`src/rtl/note_pkg.sv`:
```
// note_pkg: shared constants and types for the note field renderer.
//   - 6-bit RRGGBB colour constants and the per-lane colour table
//   - bcd5_t: five packed BCD digits, digit 4 is the most significant
//   - popcount8: counts set bits, used to turn hit pulses into a score increment
package note_pkg;

  localparam logic [5:0] BLACK    = 6'b000000;
  localparam logic [5:0] RED      = 6'b110000;
  localparam logic [5:0] GREEN    = 6'b001100;
  localparam logic [5:0] BLUE     = 6'b000011;
  localparam logic [5:0] YELLOW   = 6'b111100;
  localparam logic [5:0] ORANGE   = 6'b110100;
  localparam logic [5:0] CYAN     = 6'b001111;
  localparam logic [5:0] MAGENTA  = 6'b110011;
  localparam logic [5:0] WHITE    = 6'b111111;
  localparam logic [5:0] HIT_GREY = 6'b101010;

  localparam logic [5:0] LANE_COLOUR [8] = '{GREEN, RED, YELLOW, BLUE, ORANGE, CYAN, MAGENTA, WHITE};

  typedef logic [4:0][3:0] bcd5_t;

  localparam bcd5_t BCD_MAX = 20'h99999;

  function automatic logic [3:0] popcount8(input logic [7:0] v);
    logic [3:0] n;
    n = '0;
    for (int i = 0; i < 8; i++) begin
      n = n + {3'b000, v[i]};
    end
    return n;
  endfunction

endpackage

```
`src/rtl/bcd_score_acc.sv`:
```
// bcd_score_acc: five-digit BCD accumulator, saturating at 99999.
//   clk      in  clock
//   rst_n    in  asynchronous active-low reset (score -> 0)
//   clear_i  in  synchronous clear, wins over add_i
//   add_i    in  increment, 0..8 per cycle
//   score_o  out current score, registered
module bcd_score_acc
  import note_pkg::*;
(
  input  logic       clk,
  input  logic       rst_n,
  input  logic       clear_i,
  input  logic [3:0] add_i,
  output bcd5_t      score_o
);

  bcd5_t score_q, score_d;

  // Ripple add: add_i enters digit 0, every higher digit receives only the
  // carry. Digit + 8 never exceeds 17, so one conditional -10 per digit suffices.
  always_comb begin
    logic [4:0] sum;
    logic       carry;
    sum     = '0;
    carry   = 1'b0;
    score_d = score_q;
    for (int d = 0; d < 5; d++) begin
      sum = {1'b0, score_q[d]} + ((d == 0) ? {1'b0, add_i} : {4'b0000, carry});
      if (sum >= 5'd10) begin
        score_d[d] = 4'(sum - 5'd10);
        carry      = 1'b1;
      end else begin
        score_d[d] = sum[3:0];
        carry      = 1'b0;
      end
    end
    if (carry) score_d = BCD_MAX;  // carry out of digit 4 means we passed 99999
    if (clear_i) score_d = '0;
  end

  always_ff @(posedge clk or negedge rst_n) begin
    if (!rst_n) score_q <= '0;
    else        score_q <= score_d;
  end

  assign score_o = score_q;

endmodule

```
`src/rtl/note_field_gen.sv`:
```
// note_field_gen: falling-note lanes with scroll, spawn, press judging,
// BCD score and a registered 6-bit pixel output.
//   clk, rst_n       clock, asynchronous active-low reset
//   col_i, row_i     current pixel coordinate; valid_i marks the visible area
//   frame_tick_i     one pulse per frame, scrolls the field by SPEED pixels
//   clear_i          synchronous game restart (notes, pending spawns, score)
//   spawn_valid_i/spawn_lane_i/spawn_ready_o  spawn handshake
//   btn_i            debounced lane buttons (level, pressed on rising edge)
//   hit_o, miss_o    one-cycle per-lane judgement pulses
//   score_bcd_o      5-digit BCD score
//   rgb_o            pixel colour, one clock after col_i/row_i/valid_i
module note_field_gen
  import note_pkg::*;
#(
  parameter  int NUM_LANES = 5,
  parameter  int LANE_X0   = 220,
  parameter  int LANE_W    = 35,
  parameter  int LANE_GAP  = 20,
  parameter  int SLOT_H    = 16,
  parameter  int NUM_SLOTS = 30,
  parameter  int HIT_SLOT  = 27,
  parameter  int SPEED     = 2,
  localparam int LW        = (NUM_LANES > 1) ? $clog2(NUM_LANES) : 1
) (
  input  logic                 clk,
  input  logic                 rst_n,
  input  logic [9:0]           col_i,
  input  logic [9:0]           row_i,
  input  logic                 valid_i,
  input  logic                 frame_tick_i,
  input  logic                 clear_i,
  input  logic                 spawn_valid_i,
  input  logic [LW-1:0]        spawn_lane_i,
  output logic                 spawn_ready_o,
  input  logic [NUM_LANES-1:0] btn_i,
  output logic [NUM_LANES-1:0] hit_o,
  output logic [NUM_LANES-1:0] miss_o,
  output logic [19:0]          score_bcd_o,
  output logic [5:0]           rgb_o
);

  localparam int OW  = $clog2(SLOT_H);
  localparam int SIW = 10 - OW;
  localparam logic [9:0] HIT_ROW_TOP = 10'(HIT_SLOT * SLOT_H);
  localparam logic [9:0] HIT_ROW_BOT = 10'((HIT_SLOT + 1) * SLOT_H - 1);

  logic [NUM_SLOTS-1:0] slots_q [NUM_LANES];
  logic [NUM_SLOTS-1:0] slots_d [NUM_LANES];
  logic [NUM_LANES-1:0] pending_q, pending_d;
  logic [NUM_LANES-1:0] btn_prev_q, hit_q, hit_d, miss_q, miss_d;
  logic [NUM_LANES-1:0] note_px, line_px;
  logic [OW-1:0]        offset_q, offset_d;
  logic [5:0]           rgb_q, rgb_d;
  logic                 alive_q;
  logic                 lane_ok, pend_sel, accept, tick, shift;
  logic [OW:0]          off_sum;
  logic                 row_ge_off;
  logic [9:0]           row_rel;
  logic [SIW-1:0]       slot_idx;
  logic [3:0]           score_add;
  bcd5_t                score_q;

  // Ready is held low until the first edge after reset.
  always_comb begin
    lane_ok  = ({1'b0, spawn_lane_i} < (LW + 1)'(NUM_LANES));
    pend_sel = 1'b0;
    for (int l = 0; l < NUM_LANES; l++) begin
      if (spawn_lane_i == LW'(l)) pend_sel = pending_q[l];
    end
  end

  assign spawn_ready_o = alive_q && !clear_i && lane_ok && !pend_sel;
  assign accept        = spawn_valid_i && spawn_ready_o;

  // SLOT_H is a power of two and offset+SPEED < 2*SLOT_H, so dropping the top
  // bit of the sum is exactly "offset -= SLOT_H-SPEED" on a wrap.
  assign off_sum  = {1'b0, offset_q} + (OW + 1)'(SPEED);
  assign tick     = frame_tick_i && !clear_i;
  assign shift    = tick && (off_sum >= (OW + 1)'(SLOT_H));
  assign offset_d = tick ? off_sum[OW-1:0] : offset_q;

  assign row_ge_off = (row_i >= 10'(offset_q));
  assign row_rel    = row_i - 10'(offset_q);
  assign slot_idx   = row_rel[9:OW];

  for (genvar gi = 0; gi < NUM_LANES; gi++) begin : g_lane
    localparam logic [10:0] LX_L = 11'(LANE_X0 + gi * (LANE_W + LANE_GAP));
    localparam logic [10:0] LX_R = 11'(LANE_X0 + gi * (LANE_W + LANE_GAP) + LANE_W);

    logic                 press, hit_now, fall, in_lane;
    logic [NUM_SLOTS-1:0] judged;
    logic [2**SIW-1:0]    slot_pad;

    // Judge on pre-shift contents; a hit note is removed before the shift.
    always_comb begin
      press   = btn_i[gi] & ~btn_prev_q[gi];
      hit_now = press & slots_q[gi][HIT_SLOT];
      judged  = slots_q[gi];
      if (hit_now) judged[HIT_SLOT] = 1'b0;
      fall    = shift & judged[NUM_SLOTS-1];
    end

    assign slots_d[gi]   = shift ? {judged[NUM_SLOTS-2:0], pending_q[gi]} : judged;
    assign pending_d[gi] = (pending_q[gi] & ~shift) | (accept && (spawn_lane_i == LW'(gi)));
    assign hit_d[gi]     = hit_now;
    assign miss_d[gi]    = (press & ~hit_now) | fall;  // both causes merge into one pulse

    // Pad the slot vector so every possible slot_idx addresses a real bit.
    always_comb begin
      slot_pad                  = '0;
      slot_pad[NUM_SLOTS-1:0]   = slots_q[gi];
      in_lane = ({1'b0, col_i} >= LX_L) && ({1'b0, col_i} < LX_R);
    end

    assign note_px[gi] = in_lane && row_ge_off && slot_pad[slot_idx];
    assign line_px[gi] = in_lane && ((row_i == HIT_ROW_TOP) || (row_i == HIT_ROW_BOT));
  end

  always_comb begin
    rgb_d = BLACK;
    if (!valid_i) begin
      rgb_d = BLACK;
    end else if ((col_i == 10'd0) || (col_i == 10'd639)) begin
      rgb_d = WHITE;
    end else if (|note_px) begin
      for (int l = NUM_LANES - 1; l >= 0; l--) begin
        if (note_px[l]) rgb_d = LANE_COLOUR[l];
      end
    end else if (|line_px) begin
      rgb_d = HIT_GREY;
    end
  end

  always_ff @(posedge clk or negedge rst_n) begin
    if (!rst_n) begin
      for (int l = 0; l < NUM_LANES; l++) slots_q[l] <= '0;
      pending_q  <= '0;
      offset_q   <= '0;
      btn_prev_q <= '0;
      hit_q      <= '0;
      miss_q     <= '0;
      rgb_q      <= '0;
      alive_q    <= 1'b0;
    end else begin
      alive_q    <= 1'b1;
      btn_prev_q <= btn_i;
      rgb_q      <= rgb_d;
      if (clear_i) begin
        for (int l = 0; l < NUM_LANES; l++) slots_q[l] <= '0;
        pending_q <= '0;
        hit_q     <= '0;
        miss_q    <= '0;
      end else begin
        for (int l = 0; l < NUM_LANES; l++) slots_q[l] <= slots_d[l];
        pending_q <= pending_d;
        offset_q  <= offset_d;
        hit_q     <= hit_d;
        miss_q    <= miss_d;
      end
    end
  end

  assign score_add = popcount8(8'(hit_q));

  bcd_score_acc u_score (
    .clk     (clk),
    .rst_n   (rst_n),
    .clear_i (clear_i),
    .add_i   (score_add),
    .score_o (score_q)
  );

  assign hit_o       = hit_q;
  assign miss_o      = miss_q;
  assign score_bcd_o = score_q;
  assign rgb_o       = rgb_q;

endmodule

```
`config.mk`:
```
export PLATFORM = sky130hd
export DESIGN_NAME = note_field_gen
export DESIGN_NICKNAME = d
export VERILOG_FILES = /design/src/rtl/note_pkg.sv /design/src/rtl/bcd_score_acc.sv /design/src/rtl/note_field_gen.sv
export SDC_FILE = /design/constraint.sdc
export NUM_CORES = 1
export LEC_CHECK = 0
export CAP_MARGIN = 30
export CORE_MARGIN = 2
export CORE_UTILIZATION = 54
export DETAILED_ROUTE_END_ITERATION = 16
export GPL_TIMING_DRIVEN = 0
export PLACE_DENSITY = 0.76
export SYNTH_ARGS = -nofsm -noshare
export SYNTH_HDL_FRONTEND = slang
export SYNTH_SLANG_ARGS = --single-unit
```
`constraint.sdc`:
```
create_clock -name clk -period 8.4 [get_ports clk]
set_input_delay 2.1 -clock clk [delete_from_list [all_inputs] [get_ports clk]]
set_output_delay 2.1 -clock clk [all_outputs]
set_load 0.005 [all_outputs]
```
==> impl_metrics.tcl, run 1 <==
set metrics [dict create \
    drc 0 \
    rrSetupSlack_ns 0.41 \
    yosysSeqAreaShare_pct 43.6 \
    antenna_found_initial 0 \
    relSlewSlack_pct 44.4 \
    rsz0062_at_grt "false" \
    design_area_mm2 0.0131 \
    syn_inst 1245 \
    die_x_um 150 \
    hp-start "g_lane[4].judged[0]" \
    cap_violations 0 \
    drt_first_pass_iters 7 \
    rows 53 \
    post-place-ws_ns -0.527 \
    finalWirelength_um 35000 \
    clkSinkCount 200 \
    r2r-start "hit_o[0]" \
    synth_top_area_cell "dfrtp_1" \
    n_fill_cell 1804 \
    multiInputGateArea_mm2 0.00604 \
    cp_slowest_cell "fa_1" \
    cts_max_level 4 \
    grt_pass1_vias 9612 \
    synth_top_area_share_pct 43.6 \
    power.density_mw_per_mm2 183 \
    overflow 0 \
    path_max_fanout 10 \
    synth_seq_cells 200 \
    hp-class "flop to flop" \
    required_ns 8.75 \
    layout.nets 1389 \
    synth_edf_count 0 \
    layout-drive-gt1-share_pct 9.07 \
    synth_warnings 0 \
    min_to "g_lane[4].judged[1]" \
    cts_buffers 17 \
    cts_tree "built" \
    grt_usage_pct 31.8 \
    grt_pass1_wl_um 54400 \
    clockRootBuffer "clkbuf_16" \
    netlist_top_cells_area "dfrtp_1, nand2_1, nand3b_1" \
    startpoint "hit_o[0]" \
    clkTransAtPathRegs_ns 0.07 \
    wire_per_inst_um 21.6 \
    core_mm2 0.0210 \
    grt_max_degree 108 \
    antennaDiodeCount 0 \
    ys_types 90 \
    power.leakage_nw 6.03 \
    final-setup-viol-count 0 \
    start_util_pct 54.8 \
    slowest_delay_ns 0.54 \
    seqCellArea_mm2 0.00500 \
    min_path_cells 2 \
    end_kind "flop" \
    r2r_cells 37 \
    insertion_delay_ns 0.45 \
    worst_slack_ns 0.406 \
    synth_ff_type "dfrtp_1" \
    viasPerCell 6.24 \
    status "finished, final reports clean" \
    tightest_slew_ns 0.834 \
    finalPower_mw 2.40 \
    drt_iter0_drc 1053 \
    synthArstFlopShare_pct 100 \
    ir_worst_vdd_mv 0.142 \
    crit_top_cell "ha_1" \
    final_util_pct 62.7 \
    min_period_ns 7.99 \
    r2r-end "u_score.score_o[2]" \
    hpwl_um 24900 \
    clock_skew_ns 0.0136 \
    critPathArrivalTime_ns 8.35 \
    drtAntennaViolNets 0 \
    hold_violations 0 \
    port_buffers 65 \
    synth_nets 1302 \
    pin_count 71 \
    finalCritPeriodShare_pct 95.2 \
    die_area_mm2 0.0225 \
    cts_max_path_buffers 2 \
    fmax_ghz 0.125 \
    slew_violations 0 \
    syn_area_mm2 0.0115 \
    place_congestion 1.01 \
    syn2layout_area_growth_pct 14.4 \
    placed_cell_area_mm2 0.0125 \
    cts_hold_buf 0 \
    avgSynthCellArea_um2 9.23 \
    vias 10103 \
    crit_path_start_kind "flop" \
    die_h_um 150 \
    path_class "flop to flop" \
]
[synth_stat cells (11+ instances only)]
cell type,instances
a21oi_1,40
buf_2,12
mux2i_1,28
nor3_1,12
nand2b_1,13
nor2_1,63
xnor2_1,11
a31oi_1,14
ha_1,20
dfrtp_1,200
nand3b_1,139
clkbuf_1,58
inv_1,31
a211oi_1,19
o21ai_0,21
nand2_1,301
o31ai_1,11
o22ai_1,14
nand3_1,31
mux4_2,22
[cells in the final DEF (no fill, tap or decap), types with 17 or more instances in the layout]
| cell type | synthesis | routed |
|---|---|---|
| nand3_1 | 31 | 31 |
| mux4_2 | 22 | 22 |
| mux2i_1 | 28 | 28 |
| clkbuf_1 | 58 | 57 |
| clkdlybuf4s50_1 | 0 | 64 |
| inv_1 | 31 | 31 |
| dfrtp_1 | 200 | 200 |
| clkbuf_16 | 0 | 17 |
| nand3b_1 | 139 | 139 |
| nor2_1 | 63 | 63 |
| a211oi_1 | 19 | 19 |
| o21ai_0 | 21 | 19 |
| a21oi_1 | 40 | 39 |
| nand2_1 | 301 | 301 |
[power by group]
group	internal (mW)	leakage, nW	switching [mW]
sequential	0.972	2.77	0.0107
clock	0.386	0.260	0.398
combinational	0.212	3.00	0.425
total	1.57	6.03	0.834
[worst max path at each step]
| stage | endpoint | slack, ns |
|---|---|---|
| 2_1_floorplan | u_score.score_o[2] | 0.52 |
| 3_3_place_gp | g_lane[1].judged[14] | -3.20 |
| 3_5_place_dp | u_score.score_o[2] | -0.53 |
| 4_1_cts | u_score.score_o[2] | 0.10 |
| 5_1_grt | u_score.score_o[2] | 0.02 |
| 6_report | u_score.score_o[2] | 0.41 |
[metal layers]
layer | up-vias | GRT usage (%) | routed length [um]
met5 | - | 0 | 0
met1 | 4934 | 44.0 | 14600
met4 | 0 | 13.2 | 1290
met3 | 86 | 6.86 | 3120
met2 | 485 | 48.8 | 16000
li1 | 4598 | - | -
[sequential cells by signal, summed over array words and instances, names as in the netlist]
name and flops:
alive_q 1, offset_q 3, btn_prev_q 5, rgb_o 6, g_lane.slot_pad 5, g_lane.judged 145, miss_o 5, u_score.score_o 20
pending_q 5, hit_o 5
[per-stage QoR]
step / std cells / setup TNS [ns] / hold slack [ns]
2_1_floorplan: 1245 / 0 / 0.453
3_3_place_gp: 1585 / -637.69 / 0.474
3_5_place_dp: 1587 / -4.50 / 0.482
4_1_cts: 1618 / 0 / 0.500
5_1_grt: 1620 / 0 / 0.529
6_report: 1620 / 0 / 0.497
[timing repair]
| item | CTS | global route |
|---|---|---|
| setup endpoints to repair | 15 | 19 |
| gates resized for setup | 6 | 10 |
| pin swaps | 0 | 1 |
| hold endpoints to repair | 0 | 0 |
| setup buffers | 0 | 2 |
[cell type report]
cell class                 count  area share (%)
timing repair buffer          69            5.34
multi-input combinational    927            46.0
inverter                      32           0.914
tap                          275            2.62
clock inverter                15           0.914
clock buffer                  17            3.24
sequential                   200            38.1
buffer                        85            2.91
[worst max-delay path, delay by kind of cell, from the launching register on]
| family | cells | cell delay, ns |
|---|---|---|
| flops | 1 | 0.41 |
| simple gates | 4 | 0.45 |
| xor+xnor | 2 | 0.42 |
| fa+ha+maj | 14 | 4.18 |
| compound gates | 13 | 2.18 |
| buf+inv | 4 | 0.25 |
[cell families (layout without fill, tap and decap cells)]
family	after synthesis	in the layout	synth area share [%]
AO/OA/AOI/OAI	211	211	13.6
flip-flops	200	200	43.6
adder cells (fa/ha/maj)	23	23	2.70
multiplexers	55	55	7.26
XOR/XNOR	16	16	1.22
AND/OR/NAND/NOR	621	621	27.2
other	1	1	0.0326
buffers and inverters	118	218	4.41
(Power assumes the default switching activity.)
==> run 2, diff against run 1 <==
Settings changed: CORE_UTILIZATION 54 to 55, PLACE_DENSITY 0.76 to 0.77, SYNTH_HIERARCHICAL from default to 1, TNS_END_PERCENT from default to 100.
==> impl_metrics.tcl, run 2 <==
set metrics [dict create \
    viasPerCell 6.55 \
    cts_max_level 4 \
    cap_violations 0 \
    cts_buffers 17 \
    clock_skew_ns 0.0128 \
    yosysMostFrequentCell "nand2_1" \
    finalCritPeriodShare_pct 96.7 \
    antennaDiodeCount 0 \
    port_buffers 65 \
    place_congestion 1.05 \
    synth_seq_cells 200 \
    final-setup-viol-count 0 \
    layout.nets 1530 \
    tightest_slew_ns 0.983 \
    finalPower_mw 2.82 \
    cts_max_path_buffers 2 \
    vias 11535 \
    pin_count 71 \
    synth_ff_type "dfrtp_1" \
    synthTopCellsByCount "nand2_1, dfrtp_1, nand3b_1" \
    drtAntennaViolNets 0 \
    netlist_top_cells_area "dfrtp_1, nand2_1, nand3b_1" \
    power.density_mw_per_mm2 205 \
    hpwl_um 30900 \
    overflow 0 \
    required_ns 8.76 \
    grt_pass1_wl_um 65400 \
    power.leakage_nw 6.15 \
    antenna_found_initial 0 \
    syn2layout_area_growth_pct 15.6 \
    drt_iter0_drc 1611 \
    synth_top_area_share_pct 41.9 \
    slowest_delay_ns 0.50 \
    placed_cell_area_mm2 0.0130 \
    largest_reg_flops 145 \
    start_util_pct 56.4 \
    setup_tns_ns 0 \
    crit_top_cell "ha_2" \
    avgSynthCellArea_um2 8.65 \
    worst_slack_ns 0.276 \
    hold_violations 0 \
    post-place-ws_ns -0.375 \
    insertion_delay_ns 0.45 \
    die_h_um 151 \
    clockRootBuffer "clkbuf_16" \
    layout-drive-gt1-share_pct 8.01 \
    die_x_um 151 \
    critPathArrivalTime_ns 8.49 \
    ir_worst_vdd_mv 0.112 \
    synth_nets 1438 \
    slew_violations 0 \
    end_kind "flop" \
    clkSinkCount 200 \
    crit_path_start_kind "flop" \
    timing.hold.ws_ns 0.506 \
    hp-class "flop to flop" \
    ys_types 83 \
    final_common_cell "nand2_1" \
    clkTransAtPathRegs_ns 0.09 \
    syn_inst 1380 \
    synthArstFlopShare_pct 100 \
    status "finished, final reports clean" \
    grt_pass1_vias 10905 \
    finalWirelength_um 43200 \
    syn_area_mm2 0.0119 \
    path_max_fanout 9 \
    fmax_ghz 0.123 \
    design_area_mm2 0.0138 \
    min_period_ns 8.12 \
    dp_cells 1722 \
    relSlewSlack_pct 33.7 \
    rows 53 \
    path_class "flop to flop" \
    wire_per_inst_um 24.6 \
    die_area_mm2 0.0229 \
    final-instance-count-excl-fill 1760 \
    grt_usage_pct 38.5 \
    synth_top_area_cell "dfrtp_1" \
    final_util_pct 65.2 \
    grt_max_degree 105 \
    synth_warnings 6 \
    drt_first_pass_iters 7 \
    cp_slowest_cell "fa_1" \
    yosysSeqAreaShare_pct 41.9 \
    drc 0 \
    cts_tree "built" \
    final_cell_mix "nand2_1, dfrtp_1, nand3b_1" \
    synth_edf_count 0 \
    core_mm2 0.0212 \
]
-- run 2: changes by cell type after synthesis, sizes merged, moves of 9 or more --
cell	previous run	this run
nand2	301	335
nor3	12	40
a21oi	42	62
o21ai	24	43
mux4	22	9
nor2	65	53
clkbuf	58	68
nand3	31	41
mux2i	29	20
-- run 2: worst paths after layout --
kind / startpoint / to / slack, ns / cells after the start
worst max-delay path: hit_o[0] / u_score/score_o[2] / 0.28 / 34
worst min-delay path: g_lane[4].judged[4] / g_lane[4].judged[5] / 0.51 / 2
worst max register to register: hit_o[0] / u_score/score_o[2] / 0.28 / 34
worst min register to register: g_lane[4].judged[4] / g_lane[4].judged[5] / 0.51 / 2
max in group asynchronous: rst_n / g_lane[1].judged[17] / 5.81 / 2
min in group asynchronous: rst_n / u_score/score_o[16] / 1.64 / 1
-- run 2: timing repair --
item | in CTS | in global routing
setup buffers | 0 | 6
pin swaps | 0 | 7
endpoints found under the setup margin | 18 | 19
gates resized for setup | 6 | 19
hold buffers | 0 | 0
-- run 2: metal layers --
layer | global-route usage, % | up-vias | wire length (um)
li1 | - | 5098 | -
met2 | 56.6 | 729 | 18800
met4 | 14.9 | 0 | 1720
met1 | 55.7 | 5582 | 18200
met5 | 0 | - | 0
met3 | 8.46 | 126 | 4480
-- run 2: logic make-up after synthesis --
family                   synth area share, %
AO/OA/AOI/OAI                           16.7
XOR/XNOR                                1.46
adder cells (fa/ha/maj)                 2.79
buffers and inverters                   4.62
flip-flops                              41.9
multiplexers                            4.13
other                                 0.0629
AND/OR/NAND/NOR                         28.3
-- run 2: layout make-up --
class / instances / area, um^2
plain buffers: 103 / 434
fillers: 1720 / 7360
repair buffers: 73 / 739
flip-flops and latches: 200 / 5000
multi-input cells: 1045 / 6510
well taps: 275 / 344
clock buffers: 17 / 425
inverters: 32 / 120
clock inverters: 15 / 215
-- run 2: critical path: cells and delay by family (launching register included) --
family / cells / cell delay (ns)
simple gates: 3 / 0.28
buf+inv: 3 / 0.31
mux: 1 / 0.36
flops: 1 / 0.43
compound gates: 10 / 1.96
fa+ha+maj: 15 / 4.30
xor+xnor: 2 / 0.36
-- run 2: power breakdown --
part	total, mW	internal [mW]	switching (mW)
logic	0.940	0.291	0.649
registers	0.998	0.980	0.0179
clock network	0.883	0.439	0.444
total	2.82	1.71	1.11
